**src/rtl/instr_fetch_sequencer_if.sv**
```systemverilog
// Memory read port and instruction hand-off of the Z80 fetch sequencer.
// master = the sequencer side, slave = memory/execute environment side.
interface instr_fetch_sequencer_if;
    logic        mem_rd;
    logic [15:0] mem_addr;
    logic [7:0]  mem_data;
    logic        mem_ready;

    logic [31:0] insn;
    logic [2:0]  insn_len;
    logic [7:0]  insn_group;
    logic [15:0] insn_pc;
    logic        insn_valid;
    logic        insn_ready;

    modport master (
        output mem_rd, mem_addr, insn, insn_len, insn_group, insn_pc, insn_valid,
        input  mem_data, mem_ready, insn_ready
    );

    modport slave (
        input  mem_rd, mem_addr, insn, insn_len, insn_group, insn_pc, insn_valid,
        output mem_data, mem_ready, insn_ready
    );
endinterface

```
**src/rtl/instr_fetch_sequencer.sv**
```systemverilog
// Z80 instruction fetch sequencer: assembles opcode and operand bytes little-endian,
// consults the external length/group decoders and hands out whole instructions.
`ifndef INSN_GROUP_NEED_MORE_BYTES
`define INSN_GROUP_NEED_MORE_BYTES 8'hFF
`endif
`ifndef INSN_GROUP_IDX_IXIY_BITS
`define INSN_GROUP_IDX_IXIY_BITS 8'hFE
`endif

module instr_fetch_sequencer #(
    parameter logic [15:0] RESET_PC = 16'h0000
) (
    input  logic                           clk,
    input  logic                           reset,
    instr_fetch_sequencer_if.master        bus,
    output logic [31:0]                    dec_instr,
    output logic [1:0]                     dec_op_len,
    input  logic [2:0]                     dec_len,
    input  logic [7:0]                     dec_group,
    input  logic [7:0]                     ixiy_group,
    input  logic                           pc_load,
    input  logic [15:0]                    pc_in
);

    typedef enum logic [2:0] {
        S_OPC,
        S_DEC,
        S_OPR,
        S_FIN,
        S_DONE
    } state_t;

    state_t      state, state_next;
    logic [15:0] pc;
    logic [15:0] start_pc;
    logic [31:0] ibuf;
    logic [2:0]  count;
    logic [1:0]  op_len;
    logic [2:0]  len_r;
    logic [7:0]  grp_r;
    logic        xfer;
    logic        need_more;

    assign bus.mem_rd   = (state == S_OPC) || (state == S_OPR);
    assign bus.mem_addr = pc;
    assign xfer         = bus.mem_rd && bus.mem_ready;
    assign need_more    = (dec_group == `INSN_GROUP_NEED_MORE_BYTES) && (op_len < 2'd2);

    assign dec_instr      = ibuf;
    assign dec_op_len     = op_len;
    assign bus.insn       = ibuf;
    assign bus.insn_len   = len_r;
    assign bus.insn_group = grp_r;
    assign bus.insn_pc    = start_pc;
    assign bus.insn_valid = (state == S_DONE);

    always_comb begin
        // NOTE: default assigned first so every path drives state_next and no latch is inferred.
        state_next = state;
        case (state)
            S_OPC:  if (xfer) state_next = S_DEC;
            S_DEC: begin
                if (need_more)             state_next = S_OPC;
                else if (count == dec_len) state_next = S_FIN;
                else                       state_next = S_OPR;
            end
            S_OPR:  if (xfer && (count + 3'd1 == len_r)) state_next = S_FIN;
            S_FIN:  state_next = S_DONE;
            S_DONE: if (bus.insn_ready) state_next = S_OPC;
            default: state_next = S_OPC;
        endcase
        if (pc_load) state_next = S_OPC;
    end

    always_ff @(posedge clk or posedge reset) begin
        if (reset) state <= S_OPC;
        else       state <= state_next;
    end

    // NOTE: sequential state uses non-blocking assignments so every register samples pre-edge values.
    always_ff @(posedge clk or posedge reset) begin
        if (reset) begin
            pc       <= RESET_PC;
            start_pc <= RESET_PC;
            ibuf     <= '0;
            count    <= '0;
            op_len   <= '0;
            len_r    <= '0;
            grp_r    <= '0;
        end else if (pc_load) begin
            pc     <= pc_in;
            ibuf   <= '0;
            count  <= '0;
            op_len <= '0;
        end else begin
            if (xfer) begin
                ibuf  <= ibuf | (32'(bus.mem_data) << {count[1:0], 3'b000});
                count <= count + 3'd1;
                pc    <= pc + 16'd1;
                if (count == 3'd0) start_pc <= pc;
            end
            case (state)
                S_OPC: if (xfer) op_len <= count[1:0] + 2'd1;
                S_DEC: begin
                    if (!need_more) begin
                        len_r <= dec_len;
                        grp_r <= dec_group;
                    end
                end
                // IX/IY bit ops are only known once the trailing opcode byte is in buf[31:24]
                S_FIN: if (grp_r == `INSN_GROUP_IDX_IXIY_BITS) grp_r <= ixiy_group;
                S_DONE: begin
                    if (bus.insn_ready) begin
                        ibuf   <= '0;
                        count  <= '0;
                        op_len <= '0;
                    end
                end
                default: ;
            endcase
        end
    end

endmodule

```
**src/flat_wrapper.sv**
```systemverilog
// flat-port wrapper written by rule: the top's interface ports become plain ports
module instr_fetch_sequencer_flat 
#(
    parameter logic [15:0] RESET_PC = 16'h0000
)
  (clk, reset, dec_instr, dec_op_len, dec_len, dec_group, ixiy_group, pc_load, pc_in, bus_mem_rd, bus_mem_addr, bus_insn, bus_insn_len, bus_insn_group, bus_insn_pc, bus_insn_valid, bus_mem_data, bus_mem_ready, bus_insn_ready);
  instr_fetch_sequencer_if bus_i ();
  input  logic clk;
  input  logic reset;
  output logic [31:0] dec_instr;
  output logic [1:0] dec_op_len;
  input  logic [2:0] dec_len;
  input  logic [7:0] dec_group;
  input  logic [7:0] ixiy_group;
  input  logic pc_load;
  input  logic [15:0] pc_in;
  output wire logic [$bits(bus_i.mem_rd)-1:0] bus_mem_rd;
  output wire logic [$bits(bus_i.mem_addr)-1:0] bus_mem_addr;
  output wire logic [$bits(bus_i.insn)-1:0] bus_insn;
  output wire logic [$bits(bus_i.insn_len)-1:0] bus_insn_len;
  output wire logic [$bits(bus_i.insn_group)-1:0] bus_insn_group;
  output wire logic [$bits(bus_i.insn_pc)-1:0] bus_insn_pc;
  output wire logic [$bits(bus_i.insn_valid)-1:0] bus_insn_valid;
  input wire logic [$bits(bus_i.mem_data)-1:0] bus_mem_data;
  input wire logic [$bits(bus_i.mem_ready)-1:0] bus_mem_ready;
  input wire logic [$bits(bus_i.insn_ready)-1:0] bus_insn_ready;
  assign bus_mem_rd = bus_i.mem_rd;
  assign bus_mem_addr = bus_i.mem_addr;
  assign bus_insn = bus_i.insn;
  assign bus_insn_len = bus_i.insn_len;
  assign bus_insn_group = bus_i.insn_group;
  assign bus_insn_pc = bus_i.insn_pc;
  assign bus_insn_valid = bus_i.insn_valid;
  assign bus_i.mem_data = bus_mem_data;
  assign bus_i.mem_ready = bus_mem_ready;
  assign bus_i.insn_ready = bus_insn_ready;
  instr_fetch_sequencer #(.RESET_PC(RESET_PC)) u_core (.clk(clk), .reset(reset), .bus(bus_i), .dec_instr(dec_instr), .dec_op_len(dec_op_len), .dec_len(dec_len), .dec_group(dec_group), .ixiy_group(ixiy_group), .pc_load(pc_load), .pc_in(pc_in));
endmodule
```
**config.mk**
```make
export PLATFORM = sky130hd
export DESIGN_NAME = instr_fetch_sequencer_flat
export DESIGN_NICKNAME = d
export VERILOG_FILES = /design/src/rtl/instr_fetch_sequencer_if.sv /design/src/rtl/instr_fetch_sequencer.sv /design/src/flat_wrapper.sv
export SDC_FILE = /design/constraint.sdc
export NUM_CORES = 1
export LEC_CHECK = 0
export CAP_MARGIN = 10
export CORE_MARGIN = 10
export CORE_UTILIZATION = 40
export CTS_BUF_LIST = sky130_fd_sc_hd__clkbuf_2 sky130_fd_sc_hd__clkbuf_4 sky130_fd_sc_hd__clkbuf_8
export CTS_CLUSTER_DIAMETER = 150
export CTS_CLUSTER_SIZE = 30
export DETAILED_ROUTE_END_ITERATION = 16
export GPL_ROUTABILITY_DRIVEN = 1
export PLACE_DENSITY = 0.81
export SYNTH_ARGS = -nofsm -noshare
export SYNTH_HDL_FRONTEND = slang
export SYNTH_SLANG_ARGS = --single-unit
```
**constraint.sdc**
```tcl
create_clock -name clk -period 3.5 [get_ports clk]
set_clock_uncertainty 0.1 [all_clocks]
set_input_delay 0.7 -clock clk [delete_from_list [all_inputs] [get_ports clk]]
set_output_delay 0.7 -clock clk [all_outputs]
set_load 0.02 [all_outputs]
```
### Word level (Yosys, flattened, before mapping)

Cells that the tools add are included.

| word-level totals | value |
|---|---|
| register bits after elaboration | 83 |
| output and inout port bits | 111 |

| operators by class | value |
|---|---|
| add/subtract/negate cells | 3 |
| $lt $le $gt $ge | 1 |
| eq/ne operators | 13 |
| shift operators | 1 |
| mux-type cells | 24 |
| bitwise operators | 3 |
| reductions and logical operators | 14 |

Operators by type and width:

| kind | count |
|---|---|
| 2-to-1 mux 32 bit | 4 |
| 2-to-1 mux 16 bit | 2 |
| OR 32 bit | 1 |
| left shift 8 x 5 -> 32 bit | 1 |
| 2-to-1 mux 3 bit | 9 |
| adder 16 x 1 -> 16 bit, second input constant | 1 |
| equality test 8 bit, second input constant | 2 |
| 2-to-1 mux 8 bit | 2 |
| case mux 8 bit (2 select lines) | 1 |
| case mux 3 bit (5 select lines) | 1 |
| AND reduction 3 bit | 4 |
| equality test 3 x 2 -> 1 bit, second input constant | 2 |
| equality test 3 bit | 2 |
| zero test 3 bit | 2 |
| 2-to-1 mux 2 bit | 3 |
| inequality test 3 x 2 -> 1 bit, second input constant | 2 |
| case mux 2 bit (2 select lines) | 1 |
| AND reduction 4 bit | 1 |
| nonzero test 2 bit | 2 |
| adder 3 x 1 -> 3 bit, second input constant | 1 |
| equality test 3 x 1 -> 1 bit, second input constant | 1 |
| equality test 3 bit, second input constant | 1 |
| logical AND 1 bit | 3 |
| inequality test 3 bit, second input constant | 1 |
| 8 further kinds | 9 |

### Longest topological paths before layout

Gate-level depths: netlist (run 1).

| depth | value |
|---|---|
| word-level depth | 7 |
| mapped depth | 7 |
| depth with buffers taken out | 5 |

### Worst setup path before layout (run 1)

Ideal clock, no wire load.

| timing path | value |
|---|---|
| path type | input-to-reg |
| from | input bus_mem_ready |
| to | register u_core.pc[13] (netlist: u_core.bus.mem_addr[13]) |
| setup time | 82 ps |
| data arrival time | 2096 ps |
| data required time | 3318 ps |
| setup slack | 1222 ps |
| stages | 4 |
| buffers on the path | 0 |
| cell sequence | or3b_1 > or3_4 > or4_1 > a31oi_1 |

| on the way | value |
|---|---|
| longest elaborated chain between the ends | 2 |

Ends and longest elaborated chain:

| element | RTL line | RTL |
|---|---|---|
| from (decl) | flat_wrapper.sv:25 | `input wire logic [$bits(bus_i.mem_ready)-1:0] bus_mem_ready;` |
| logical AND 1 bit | instr_fetch_sequencer.sv:46 | `assign xfer = bus.mem_rd && bus.mem_ready;` |
| nonzero test 2 bit (no source line) | -- |  |
| to (signal assigned) | instr_fetch_sequencer.sv:91 | `pc <= pc_in;` |
| to (signal assigned) | instr_fetch_sequencer.sv:99 | `pc <= pc + 16'd1;` |
| to (decl) | instr_fetch_sequencer.sv:34 | `logic [15:0] pc;` |

Every way passes these cells.
A chain may end at the register's enable or synchronous reset.

### Worst setup path after layout (run 1)

| timing path | value |
|---|---|
| from | register u_core.state[0] |
| to | output bus_insn_valid |

| on the way | value |
|---|---|
| longest elaborated chain between the ends | 1 |

Ends and longest elaborated chain:

| element | RTL line | RTL |
|---|---|---|
| from (decl) | instr_fetch_sequencer.sv:33 | `state_t state, state_next;` |
| from (signal assigned) | instr_fetch_sequencer.sv:77 | `else state <= state_next;` |
| equality test 3 bit | instr_fetch_sequencer.sv:55 | `assign bus.insn_valid = (state == S_DONE);` |
| to (decl) | flat_wrapper.sv:23 | `output wire logic [$bits(bus_i.insn_valid)-1:0] bus_insn_valid;` |

Every way passes these cells.

==> results.py, run 1 <==
metrics = {
    "status": {
        "status": "finished clean",
    },
    "finish": {
        "syn2layout_area_growth_pct": 44.4,
        "nets": 557,
        "final_cell_mix": "clkdlybuf4s50_1, dfrtp_1, nor2_1",
        "layout.cells.most_common": "clkdlybuf4s50_1",
        "num_antenna_cells": 0,
        "regArea_um2": 2080,
        "drive_gt1_share_pct": 12.2,
        "finalInstanceArea_um2": 5640,
        "instances_no_fill": 643,
        "multi_input_area_um2": 1510,
        "final.fill_count": 825,
        "fin_util_pct": 58.6,
    },
    "timing": {
        "slew_headroom_pct": 70.0,
        "final_max_slew_viol_count": 0,
        "max_freq_ghz": 0.375,
        "tightestPinTransition_ns": 0.450,
        "rsz0062_at_grt": "no",
        "hold_violations": 0,
        "tns_ns": 0,
        "fin_crit_sh_pct": 76.1,
        "setup_viol": 0,
        "period_minus_slack_ns": 2.67,
    },
    "power": {
        "switchingPower_mw": 1.14,
        "ir_worst_vdd_mv": 0.274,
        "swShare_pct": 34.3,
        "powerDensity_nw_per_um2": 587,
        "power.clock.fraction_pct": 20.5,
        "power_frac_seq_pct": 40.7,
        "comb_power_share_pct": 38.8,
        "p_int_mw": 2.17,
        "p_leak_nw": 2.33,
    },
    "drt": {
        "detail-route-antenna-nets": 0,
        "drc_errors": 0,
        "met1_length_um": 4770,
        "totalWireLength_um": 11400,
        "top_layer": "met4",
        "dr.pass1.iters": 4,
        "vias": 3203,
        "routed_via_density": 4.98,
        "dr_wl_met3_um": 1100,
        "post_drt_wl_per_cell_um": 17.7,
        "drt_iter0_markers": 108,
        "met2WireLength_um": 5400,
    },
    "synthesis": {
        "synthAdderAreaFrac_pct": 0.961,
        "synth-xor-area-share_pct": 4.03,
        "synth_simple_gate_area_share_pct": 13.8,
        "synthesis.area_um2": 3910,
        "synthArstFlopShare_pct": 100,
        "avgSynthCellArea_um2": 10.5,
        "synth_compound_area_share_pct": 9.48,
        "ys_seq_area_share_pct": 53.2,
        "synth.area.mux_share_pct": 10.3,
        "yosysWarnings": 0,
        "synth.distinct_cells": 39,
        "synth_flop_cell": "dfrtp_1",
        "syn-num-nets": 422,
        "ys_seq_elements": 83,
        "netlist_instances": 371,
        "synth_top_family_by_area": "simple AND/OR/NAND/NOR gates",
        "synth_edf_count": 0,
    },
    "clock_tree": {
        "clockBufferDepth": 2,
        "cts_buffers": 9,
        "cts_resized": 0,
        "clk_latency_ns": 0.34,
        "cts_root_buf": "clkbuf_8",
        "h-tree-depth": 3,
        "cts_sinks": 83,
        "cts_tree": "done",
        "post_cts_buffers": 0,
        "clk_pin_slew_ns": 0.08,
        "cts_hold_buf": 0,
    },
    "floorplanning": {
        "fp.dieH_um": 119,
        "dieArea_um2": 14100,
        "die-width_um": 119,
        "initial_utilization_pct": 40.5,
        "core_area_um2": 9640,
        "ios": 159,
        "rows": 36,
    },
    "global_route": {
        "grt_pass1_vias": 3546,
        "gr-total-overflow": 0,
        "grt_pass1_wl_um": 18300,
        "track_usage_pct": 15.9,
        "antenna_found_initial": 0,
        "grt_max_degree": 84,
    },
    "worst_hold_path": {
        "hold_path.class": "flop to flop",
        "min-delay-start": "u_core.bus.insn_pc[6]",
    },
    "worst_setup_path": {
        "crit_arrival_ns": 1.87,
        "cp-startpoint": "u_core.state[0]",
        "path_cells": "nor2_1 > and2_1 > clkdlybuf4s50_1",
        "r2r_start": "u_core.state[2]",
        "cpPeakStageDelay_ns": 0.64,
        "path_class": "flop to primary output",
        "crit_path_end_kind": "primary output",
        "cpMaxStageDelayCell": "clkdlybuf4s50_1",
        "critical_path_peak_fanout": 8,
        "startpoint_type": "flop",
        "critPathRequiredTime_ns": 2.70,
    },
    "place": {
        "dpl_cell_area_um2": 5450,
        "dpl.hpwl_um": 8620,
        "gp_congestion": 0.776,
        "post-place-cells": 628,
        "portBuffers": 158,
    },
    "flow_run": {
        "drv_cap": 0,
    },
}
## sequential cells by signal (all words and copies together) (netlist names)
signal and cells:
u_core.bus.insn 32, u_core.bus.insn_group 8, u_core.state 3, u_core.count 3, u_core.bus.mem_addr 16, u_core.bus.insn_len 3
u_core.dec_op_len 2, u_core.bus.insn_pc 16
## through the flow
step                worst slack, ns  total power [mW]  hold slack, ns
floorplan                     0.563              2.02           0.477
global placement              0.628              2.64           0.367
detailed placement            0.585              2.68           0.391
CTS                           0.810              3.36           0.406
global route                  0.702              3.49           0.418
finish                        0.835              3.31           0.398
## path summary, 6_finish.rpt
kind                                            to  slack (ns)  depth (start not counted)
max                                 bus_insn_valid        0.83                          3
min                          u_core.bus.insn_pc[6]        0.40                          2
max reg2reg                u_core.bus.mem_addr[13]        1.31                          4
min reg2reg                  u_core.bus.insn_pc[6]        0.40                          2
max in group asynchronous   u_core.bus.insn_pc[14]        2.28                          3
min in group asynchronous      u_core.bus.insn[28]        0.64                          3
## logic make-up after synthesis
family          count (synthesis)
xor+xnor                       18
compound gates                 66
flops                          83
buf+inv                        51
fa+ha+maj                       3
mux                            36
simple gates                  114
## synthesized netlist by cell type, drive strengths merged, types with 2 or more instances
library cell,number,area share (%)
dfrtp,83,53
nor2,43,4.1
a21oi,36,4.6
buf,35,6.7
mux2,34,9.8
nand2,29,2.8
o21ai,16,2.0
clkbuf,10,0.96
nor3,10,1.3
xnor2,9,2.0
xor2,9,2.0
nand4,7,1.1
nand3,6,0.77
inv,5,0.48
a31oi,4,0.64
and2,3,0.48
and4,3,0.67
ha,3,0.96
nor4,3,0.48
o31ai,3,0.58
or4,3,0.58
a41oi,2,0.45
mux2i,2,0.51
## final cells by class
| class | instances | area share (%) |
|---|---|---|
| clock buffer | 10 | 2.44 |
| sequential | 83 | 36.8 |
| tap | 133 | 2.95 |
| clock inverter | 5 | 0.953 |
| inverter | 6 | 0.421 |
| multi-input combinational | 237 | 26.7 |
| timing repair buffer | 169 | 29.7 |
## routing by layer
metal	up-vias	track usage, %
met5	-	0
met4	0	4.66
met3	10	6.99
met2	123	26.3
met1	1549	18.3
li1	1521	-
## critical path, delay by kind of cell (launching register included)
family        cells  cell delay, ns
buf+inv           1            0.64
simple gates      2            0.41
flops             1            0.47
## power by group through the flow
stage          Sequential [mW]  Clock [mW]  Combinational, mW
6_report                  1.35       0.679               1.29
5_1_grt                   1.38       0.736               1.38
4_1_cts                   1.35       0.700               1.31
3_5_place_dp              1.37           0               1.31
3_3_place_gp              1.35           0               1.29
2_1_floorplan             1.58           0              0.446
No activity file was read; power rests on OpenSTA's default activity.
==> run 2, diff against run 1 <==
Clock period 3.5 ns to 2.7 ns, I/O delays scaled along.
==> run 2 against run 1 <==
Compared with the run above: combinational power up 30%; first-iteration DRC count decreased by 5.6%; global-route usage down 0.075 points; wire length up 0.49%; clock power grew 18%; hold slack got worse by 0.0054 ns; register-to-register slack got worse by 0.80 ns; setup slack got worse by 0.66 ns; count of clock-buffer cells in the layout decreased by 1; core utilization increased by 0.30 points; total power grew 27%; via count increased by 2.0%; critical path type unchanged.
==> results.py, run 2 (synthesis results as in run 1) <==
metrics = {
    "finish": {
        "finalInstanceArea_um2": 5670,
        "largest_reg_flops": 32,
        "final_cell_mix": "clkdlybuf4s50_1, dfrtp_1, nor2_1",
        "syn2layout_area_growth_pct": 45.2,
        "regArea_um2": 2080,
        "multi_input_area_um2": 1510,
        "nets": 561,
        "layout.cells.most_common": "clkdlybuf4s50_1",
        "num_antenna_cells": 0,
        "final.fill_count": 836,
        "drive_gt1_share_pct": 13.0,
    },
    "worst_setup_path": {
        "critPathTopFamily": "buffers and inverters",
        "crit_arrival_ns": 1.88,
        "crit_path_end_kind": "primary output",
        "path_cells": "nor2_1 > and2_1 > clkdlybuf4s50_1",
        "cpMaxStageDelayCell": "clkdlybuf4s50_1",
        "critical_path_peak_fanout": 8,
        "critical_path_cell_count": 3,
        "path_class": "flop to primary output",
        "startpoint_type": "flop",
        "ff2ff_path_depth": 4,
        "path_buf_inv": 1,
        "cpPeakStageDelay_ns": 0.64,
        "critPathRequiredTime_ns": 2.06,
    },
    "timing": {
        "slew_headroom_pct": 74.7,
        "setup_viol": 0,
        "fin_ws_ns": 0.178,
        "max_freq_ghz": 0.397,
        "period_minus_slack_ns": 2.52,
        "tns_ns": 0,
        "final_max_slew_viol_count": 0,
        "rsz0062_at_grt": "no",
        "fin_crit_sh_pct": 93.4,
        "tightestPinTransition_ns": 0.370,
        "hold_violations": 0,
    },
    "place": {
        "pre_cts_ws_ns": 0.0400,
        "gp_congestion": 0.778,
        "dpl_cell_area_um2": 5500,
        "dpl.hpwl_um": 8750,
        "portBuffers": 158,
    },
    "global_route": {
        "grt_max_degree": 44,
        "antenna_found_initial": 0,
        "gr-total-overflow": 0,
        "grt_pass1_vias": 3510,
        "track_usage_pct": 15.8,
        "grt_pass1_wl_um": 18400,
    },
    "drt": {
        "detail-route-antenna-nets": 0,
        "dr.pass1.iters": 4,
        "totalWireLength_um": 11400,
        "drt_iter0_markers": 102,
        "drc_errors": 0,
        "post_drt_wl_per_cell_um": 17.7,
        "routed_via_density": 5.04,
        "vias": 3266,
    },
    "clock_tree": {
        "clk_pin_slew_ns": 0.09,
        "cts_buffers": 9,
        "cts_tree": "done",
        "clk_latency_ns": 0.33,
        "cts_resized": 0,
        "h-tree-depth": 3,
        "cts_root_buf": "clkbuf_8",
        "cts_sinks": 83,
        "clockBufferDepth": 2,
        "post_cts_buffers": 0,
        "cts_hold_buf": 0,
    },
    "status": {
        "status": "finished clean",
    },
    "floorplanning": {
        "core_area_um2": 9640,
        "die-width_um": 119,
        "fp.dieH_um": 119,
        "dieArea_um2": 14100,
        "ios": 159,
        "initial_utilization_pct": 40.5,
        "rows": 36,
    },
    "power": {
        "ir_worst_vdd_mv": 0.352,
        "powerDensity_nw_per_um2": 744,
        "p_leak_nw": 2.33,
    },
    "worst_hold_path": {
        "hold_path.class": "primary input to async pin",
    },
    "flow_run": {
        "drv_cap": 0,
    },
}
[run 2: area by class of cell]
type                       instances  share of cell area [%]
timing repair buffer             173                    30.3
multi-input combinational        237                    26.6
tap                              133                    2.93
clock buffer                       9                    2.18
sequential                        83                    36.6
clock inverter                     7                   0.904
inverter                           6                   0.463
[run 2: final timing paths]
path	from	to	slack [ns]
worst max-delay path	u_core.state[0]	bus_insn_valid	0.18
worst min-delay path	reset	u_core.bus.insn_pc[1]	0.39
worst max register to register	u_core.state[2]	u_core.bus.mem_addr[13]	0.51
worst min register to register	u_core.bus.insn_pc[11]	u_core.bus.insn_pc[11]	0.40
max in group asynchronous	reset	u_core.bus.insn_group[3]	1.61
min in group clk	u_core.bus.insn_pc[11]	u_core.bus.insn_pc[11]	0.40
[run 2: report_power, final]
part,internal [mW],switching [mW]
logic,0.862,0.814
registers,1.52,0.231
clock network,0.341,0.458
[run 2: metal layers]
metal | GRT usage, % | vias to the layer above | routed length, µm
met5 | 0 | - | 0
met4 | 3.82 | 0 | 36
met3 | 5.86 | 2 | 880
met2 | 26.3 | 118 | 5620
met1 | 19.2 | 1607 | 4910
li1 | - | 1539 | -
[run 2: metrics by stage]
step	hold slack, ns	power, mW	util, %	instances
after floorplan	0.477	2.62	-	371
after global placement	0.362	3.43	57.0	632
after detailed placement	0.384	3.48	57.0	632
after CTS	0.374	4.30	58.9	648
after global routing	0.387	4.46	58.9	648
final	0.392	4.22	58.9	648
